$ cat src/rtl/uart_tx_ctrl_if.sv
// User-side byte stream into the UART transmit controller: valid/ready handshake plus data word.
interface uart_tx_ctrl_if #(
  parameter int unsigned DATA_W = 8
);
  logic [DATA_W-1:0] tx_data;
  logic              tx_valid;
  logic              tx_ready;

  modport master (
    output tx_data,
    output tx_valid,
    input  tx_ready
  );

  modport slave (
    input  tx_data,
    input  tx_valid,
    output tx_ready
  );
endinterface

$ cat src/rtl/uart_tx_ctrl.sv
// UART transmit controller: baud tick counter plus bit counter serialising one word per frame
// (start, data LSB-first, optional parity, stop bits) onto a registered tx line.
module uart_tx_ctrl #(
  parameter int unsigned CLKS_PER_BIT = 434,
  parameter int unsigned DATA_W       = 8,
  parameter bit          PARITY_EN    = 1'b0,
  parameter bit          PARITY_ODD   = 1'b0,
  parameter int unsigned STOP_BITS    = 1
) (
  input  logic           clk,
  input  logic           rst,
  uart_tx_ctrl_if.slave  bus,
  output logic           tx,
  output logic           busy,
  output logic           done
);

  localparam int unsigned     CntW     = (CLKS_PER_BIT > 1) ? $clog2(CLKS_PER_BIT) : 1;
  localparam logic [CntW-1:0] CntMax   = CntW'(CLKS_PER_BIT - 1);
  localparam int unsigned     BitW     = 4;
  localparam logic [BitW-1:0] DataLast = BitW'(DATA_W - 1);
  localparam logic [BitW-1:0] StopLast = BitW'(STOP_BITS - 1);

  typedef enum logic [2:0] {StIdle, StStart, StData, StParity, StStop} state_e;

  state_e            state_q, state_d;
  logic [CntW-1:0]   cnt_q, cnt_d;
  logic [BitW-1:0]   bit_q, bit_d;
  logic [DATA_W-1:0] shreg_q, shreg_d;
  logic              par_q, par_d;
  logic              tx_q, tx_d;
  logic              done_q, done_d;
  logic              accept;
  logic              bit_end;

  assign accept       = (state_q == StIdle) && bus.tx_valid;
  assign bit_end      = (cnt_q == CntMax);
  assign bus.tx_ready = (state_q == StIdle);
  assign busy         = (state_q != StIdle);
  assign tx           = tx_q;
  assign done         = done_q;

  always_comb begin
    state_d = state_q;
    cnt_d   = cnt_q;
    bit_d   = bit_q;
    shreg_d = shreg_q;
    par_d   = par_q;
    done_d  = 1'b0;

    if (state_q != StIdle) begin
      cnt_d = bit_end ? '0 : cnt_q + 1'b1;
    end

    unique case (state_q)
      StIdle: begin
        cnt_d = '0;
        bit_d = '0;
        if (accept) begin
          shreg_d = bus.tx_data;
          par_d   = (^bus.tx_data) ^ PARITY_ODD;
          state_d = StStart;
        end
      end
      StStart: begin
        if (bit_end) begin
          state_d = StData;
          bit_d   = '0;
        end
      end
      StData: begin
        if (bit_end) begin
          shreg_d = shreg_q >> 1;
          if (bit_q == DataLast) begin
            state_d = PARITY_EN ? StParity : StStop;
            bit_d   = '0;
          end else begin
            bit_d = bit_q + 1'b1;
          end
        end
      end
      StParity: begin
        if (bit_end) begin
          state_d = StStop;
          bit_d   = '0;
        end
      end
      StStop: begin
        if (bit_end) begin
          if (bit_q == StopLast) begin
            state_d = StIdle;
            done_d  = 1'b1;
            bit_d   = '0;
          end else begin
            bit_d = bit_q + 1'b1;
          end
        end
      end
      default: state_d = StIdle;
    endcase
  end

  // Line level follows the state being entered so each bit starts on its entering edge.
  always_comb begin
    tx_d = 1'b1;
    unique case (state_d)
      StIdle:   tx_d = 1'b1;
      StStart:  tx_d = 1'b0;
      StData:   tx_d = shreg_d[0];
      StParity: tx_d = par_d;
      StStop:   tx_d = 1'b1;
      default:  tx_d = 1'b1;
    endcase
  end

  always_ff @(posedge clk or negedge rst) begin
    if (!rst) begin
      state_q <= StIdle;
      cnt_q   <= '0;
      bit_q   <= '0;
      shreg_q <= '0;
      par_q   <= 1'b0;
      tx_q    <= 1'b1;
      done_q  <= 1'b0;
    end else begin
      state_q <= state_d;
      cnt_q   <= cnt_d;
      bit_q   <= bit_d;
      shreg_q <= shreg_d;
      par_q   <= par_d;
      tx_q    <= tx_d;
      done_q  <= done_d;
    end
  end

endmodule

$ cat src/flat_wrapper.sv
// flat-port wrapper written by rule: the top's interface ports become plain ports
module uart_tx_ctrl_flat 
#(
  parameter int unsigned CLKS_PER_BIT = 434,
  parameter int unsigned DATA_W       = 8,
  parameter bit          PARITY_EN    = 1'b0,
  parameter bit          PARITY_ODD   = 1'b0,
  parameter int unsigned STOP_BITS    = 1
)
  (clk, rst, tx, busy, done, bus_tx_data, bus_tx_valid, bus_tx_ready);
  uart_tx_ctrl_if #(.DATA_W(DATA_W)) bus_i ();
  input  logic clk;
  input  logic rst;
  output logic tx;
  output logic busy;
  output logic done;
  input wire logic [$bits(bus_i.tx_data)-1:0] bus_tx_data;
  input wire logic [$bits(bus_i.tx_valid)-1:0] bus_tx_valid;
  output wire logic [$bits(bus_i.tx_ready)-1:0] bus_tx_ready;
  assign bus_i.tx_data = bus_tx_data;
  assign bus_i.tx_valid = bus_tx_valid;
  assign bus_tx_ready = bus_i.tx_ready;
  uart_tx_ctrl #(.CLKS_PER_BIT(CLKS_PER_BIT), .DATA_W(DATA_W), .PARITY_EN(PARITY_EN), .PARITY_ODD(PARITY_ODD), .STOP_BITS(STOP_BITS)) u_core (.clk(clk), .rst(rst), .bus(bus_i), .tx(tx), .busy(busy), .done(done));
endmodule
$ cat config.mk
export PLATFORM = sky130hd
export DESIGN_NAME = uart_tx_ctrl_flat
export DESIGN_NICKNAME = d
export VERILOG_FILES = /design/src/rtl/uart_tx_ctrl_if.sv /design/src/rtl/uart_tx_ctrl.sv /design/src/flat_wrapper.sv
export SDC_FILE = /design/constraint.sdc
export NUM_CORES = 1
export LEC_CHECK = 0
export ABC_AREA = 1
export CORE_MARGIN = 2
export CORE_UTILIZATION = 44
export DETAILED_ROUTE_END_ITERATION = 8
export SLEW_MARGIN = 10
export SYNTH_ARGS = -nofsm -noshare
export SYNTH_HDL_FRONTEND = slang
export SYNTH_SLANG_ARGS = --single-unit
$ cat constraint.sdc
create_clock -name clk -period 2.3 [get_ports clk]
set_clock_uncertainty 0.2 [all_clocks]
set_input_delay 0.46 -clock clk [delete_from_list [all_inputs] [get_ports clk]]
set_output_delay 0.46 -clock clk [all_outputs]
set_load 0.1 [all_outputs]
After elaboration in Yosys (flattened, before gate mapping)
Cells that the tools add are included.
{"block": "totals", "register_bits": 27, "latchBits": 0, "mem_bits_rw": 0, "mem_bits_ro": 0, "input_bits": 11, "output_inout_bits": 4, "n_memories": 0}
{"block": "op_classes", "n_addsub": 2, "mul": 0, "div_mod_pow": 0, "order_cmp": 0, "n_eq_ne": 13, "shift": 0, "muxes": 26, "bitwise_logic": 0, "n_reduce_logical": 11}
{"operator": "$mux W9", "n": 3}
{"operator": "$mux W3", "n": 7}
{"operator": "$mux W4", "n": 5}
{"operator": "$mux W8", "n": 2}
{"operator": "$pmux W4 S4", "n": 1}
{"operator": "$pmux W8 S2", "n": 1}
{"operator": "$pmux W3 S5", "n": 1}
{"operator": "$eq A3 B2 Y1 const B", "n": 4}
{"operator": "$add A9 B1 Y9 const B", "n": 1}
{"operator": "$eq A9 B9 Y1 const B", "n": 1}
{"operator": "$ne A2 B1 Y1 const B", "n": 4}
{"operator": "$reduce_xor A8 Y1", "n": 1}
{"operator": "$eq A3 B1 Y1 const B", "n": 2}
{"operator": "$mux W1", "n": 5}
{"operator": "$add A4 B1 Y4 const B", "n": 1}
{"operator": "$eq A4 B3 Y1 const B", "n": 1}
{"operator": "$logic_not A4 Y1", "n": 1}
{"operator": "$reduce_and A4 Y1", "n": 1}
{"operator": "$reduce_bool A2 Y1", "n": 2}
{"operator": "$reduce_bool A4 Y1", "n": 1}
{"operator": "$eq A3 B3 Y1 const B", "n": 1}
{"operator": "$logic_not A3 Y1", "n": 1}
{"operator": "$pmux W1 S3", "n": 1}
{"operator": "$reduce_and A3 Y1", "n": 1}
{"operator": "3 further kinds", "n": 3}

Logic depth before layout (Yosys ltp)
{"block": "logic_depth", "ltp_word": 6, "ltp_mapped": 10, "ltp_nobuf": 10}

Worst setup path after synthesis
OpenSTA, ideal clock, no wires.
{"block": "synth_timing", "kind": "flip-flop to flip-flop", "from": "register u_core.state_q[0]", "to": "register u_core.bit_q[2]", "arrival_ns": 1.806, "slack_ns": 0.212, "path_stages_with_launch": 8, "path_buffers": 0, "path_cell_list": "dfrtp_1 -> nor2_1 -> inv_2 -> nor2_8 -> inv_2 -> a21oi_4 -> nand2_1 -> a22oi_2"}
{"block": "synth_between", "word_cells_on_any_way": 12, "classes_between": "eq/ne (7); mux (1); reduce/logical (4)"}
{"item": "start: declaration", "line_no": "uart_tx_ctrl.sv:26", "rtl": "state_e state_q, state_d;"}
{"item": "start signal: assignment", "line_no": "uart_tx_ctrl.sv:118", "rtl": "state_q <= StIdle;"}
{"item": "start signal: assignment", "line_no": "uart_tx_ctrl.sv:126", "rtl": "state_q <= state_d;"}
{"item": "$logic_not A3 Y1 *"}
{"item": "net bus_tx_ready", "line_no": "flat_wrapper.sv:19", "rtl": "output wire logic [$bits(bus_i.tx_ready)-1:0] bus_tx_ready;"}
{"item": "$reduce_bool A4 Y1 (no source line)"}
{"item": "$reduce_and A4 Y1 (no source line)"}
{"item": "end signal: assignment", "line_no": "uart_tx_ctrl.sv:128", "rtl": "bit_q <= bit_d;"}
{"item": "end: declaration", "line_no": "uart_tx_ctrl.sv:28", "rtl": "logic [BitW-1:0] bit_q, bit_d;"}
The timed path passes the listed nets; every way through them passes the cells marked *.
A chain may end at the register's enable or synchronous reset.

Worst setup path in the final report
{"block": "layout_timing", "from": "register u_core.state_q[0]", "to": "output port busy"}
{"block": "layout_between", "elab_chain_len": 1}
{"item": "$reduce_bool A3 Y1", "line_no": "uart_tx_ctrl.sv:39", "rtl": "assign busy = (state_q != StIdle);"}
{"item": "end: declaration", "line_no": "flat_wrapper.sv:15", "rtl": "output logic busy;"}
Every way passes these cells.

==> metrics <==
Routability Congestion 0.8551; Port Buffers 14; vias in the first global route 1279; global-route wire length before repair about 5600 µm; slowest CP cell dfrtp_1; initial core utilization 46.81%; CP Data Arrival Time 1440 ps; routed via count ~1300; total clock sinks 27; post-cts repair resize count 0; syn_nets 220; TritonRoute pass-1 iters 4; Final #Nets 240; H-Tree Depth 1; P&R area growth vs syn 16.32%; FILL cells 327; area of the core 0.003390 mm²; Buf+Inv Stages, Crit Path 3; ranking of synthesized cells by area dfrtp_1, nand2_1, inv_1; run status completed; layout cell share with drive strength beyond 1 11.16%; clock slew at reported path FFs 140 ps; number of flops mapped to enable cells by yosys 0; Max-Cap Viols 0; clk buf depth 2; residual DRC count 0; fraction of the yosys area taken by sequential cells ~43%; Post-CTS Setup Inserts 0; Worst setup EP type output pin; crit-path max FO 5; Hold WS 279.7 ps; initial antenna violation count 0; Fin. Hold Viols 0; dpl hpwl 2470 µm; Avg WL per Cell 11.70 µm; library cells used by synthesis 30; Slew headroom 76.30%; R2R Path Start u_core.cnt_q[1]$_DFF_PN0_; Hold Crit Class primary input to async pin; most used cell along the critical path inv_2; Synth Flop Type dfrtp_1; CTS buffer count 3; Die ar. 0.004102 mm²; Pwr Density 630.0 mW/mm²; synthesized flop and latch total 27; count of final setup violators 0; Leakage Power 0.9450 nW; setup tns final 0 ps; largest net degree at the start of global routing 28; startpoint types flop; Worst Max-Slew Pin Slew 355.6 ps; post-synth top area share around two fifths; Slew Limit Fails 0; Ys Warns 0; Async SR Flop Fraction 100.0%; Post-Syn Area 0.001587 mm²; Yosys top cell by area dfrtp_1; kind of critical path flop to output pin; RSZ-0062 raised after global routing false; final global-route overflow total 0; peak supply drop 394.2 µV; Layout Utilization 54.45%; CP delay by family, top flip-flops; top-count cell post-synth nand2_1; die height approximately 64 µm; CTS Hold Bufs 0; TritonCTS clock tree yes; Max Clock Freq 475.7 MHz; post-layout min period 2102 ps; WP data required between 1500 and 2000 ps; vias per cell just under 5; Routed Antenna Nets 0; GRT Overall Usage 17.32%; Final Power between 1 and 1.5 mW; per-instance average area after synthesis 7.739 µm²; CP Launch Point u_core.state_q[0]$_DFF_PN0_; Post-Syn Instances 205; final wirelength 3158 µm; crit path cell chain nor2_1 > inv_2 > nor2_8 > inv_2 > buf_12; die width 64.05 µm; Synth top cells by count nand2_1, dfrtp_1, inv_1; DRT iter0 DRCs 51; worst stage delay on the critical path between 400 and 500 ps; row count 21; clk_lat worst skew 330 ps; Ant. Diodes 0; clk root buf clkbuf_4; io pins 15; period utilization 91.40%
path summary, 6_finish.rpt:
kind / to / slack (ps) / cells past startpoint
worst min register to register: u_core.shreg_q[4]$_DFFE_PN0P_ / 300 / 2
worst min-delay path: u_core.cnt_q[0]$_DFF_PN0_ / 280 / 2
worst max-delay path: busy / 200 / 5
min in group clk: u_core.shreg_q[4]$_DFFE_PN0P_ / 300 / 2
max in group asynchronous: u_core.tx$_DFF_PN1_ / 1310 / 2
worst max register to register: u_core.bit_q[2]$_DFFE_PN0P_ / 490 / 8
worst reg2reg max path: stages (launching register included):
cell	delay, ps
dfrtp_1	420
inv_1	60
ha_1	150
nand2_1	90
nor3_4	210
nand2_4	140
a21oi_4	260
nand2_1	100
a22oi_2	120
where the power goes:
| part | internal [mW] | leakage (nW) | switching [mW] | total (mW) |
|---|---|---|---|---|
| combinational | 0.133 | 0.584 | 0.176 | 0.310 |
| clock | 0.0681 | 0.0150 | 0.139 | 0.207 |
| sequential | 0.571 | 0.346 | 0.0747 | 0.646 |
cells by family after synthesis:
| family | synth area share [%] |
|---|---|
| AND/OR/NAND/NOR | 35.65 |
| flip-flops | 42.67 |
| XOR/XNOR | 1.104 |
| buffers and inverters | 7.334 |
| adder cells (fa/ha/maj) | 3.155 |
| AO/OA/AOI/OAI | 10.10 |
cell usage in the layout, fill, tap and decap left out, types with 5 or more instances in the layout:
master,count
a21oi_1,6
inv_2,5
nor3_1,7
nand3_1,15
clkdlybuf4s50_1,10
nor2_1,14
nand2_1,67
inv_1,26
a22oi_1,5
dfrtp_1,26
per-layer routing:
layer / track usage [%] / up-vias / part of all wire [%]
li1: - / 697 / -
met2: 28.13 / 12 / 47
met5: 0 / - / 0
met4: 5.707 / 0 / 1.3
met1: 23.50 / 617 / 50
met3: 2.817 / 5 / 1.9
flip-flops by register name, indices dropped and copies added, names as in the netlist:
register / flops
u_core.shreg_q: 8
u_core.cnt_q: 9
u_core.par_q: 1
u_core.done: 1
u_core.state_q: 3
u_core.bit_q: 4
u_core.tx: 1
metrics by stage:
| step | worst slack [ps] | std cells | cell area (µm²) |
|---|---|---|---|
| after floorplan | 211.9 | 205 | 1587 |
| after global placement | 356.0 | 266 | 1819 |
| after detailed placement | 313.5 | 266 | 1819 |
| after CTS | 182.7 | 270 | 1846 |
| after global routing | 124.5 | 270 | 1846 |
| final | 197.7 | 270 | 1846 |
layout make-up:
cell class	instances	area, µm²	share of cell area, %
repair buffers	15	175.2	9.492
flip-flops and latches	27	676.9	36.68
well taps	46	57.56	3.119
inverters	31	116.4	6.305
multi-input cells	147	793.3	42.98
clock buffers	4	26.28	1.424
Power figures use the tool's default switching activity.
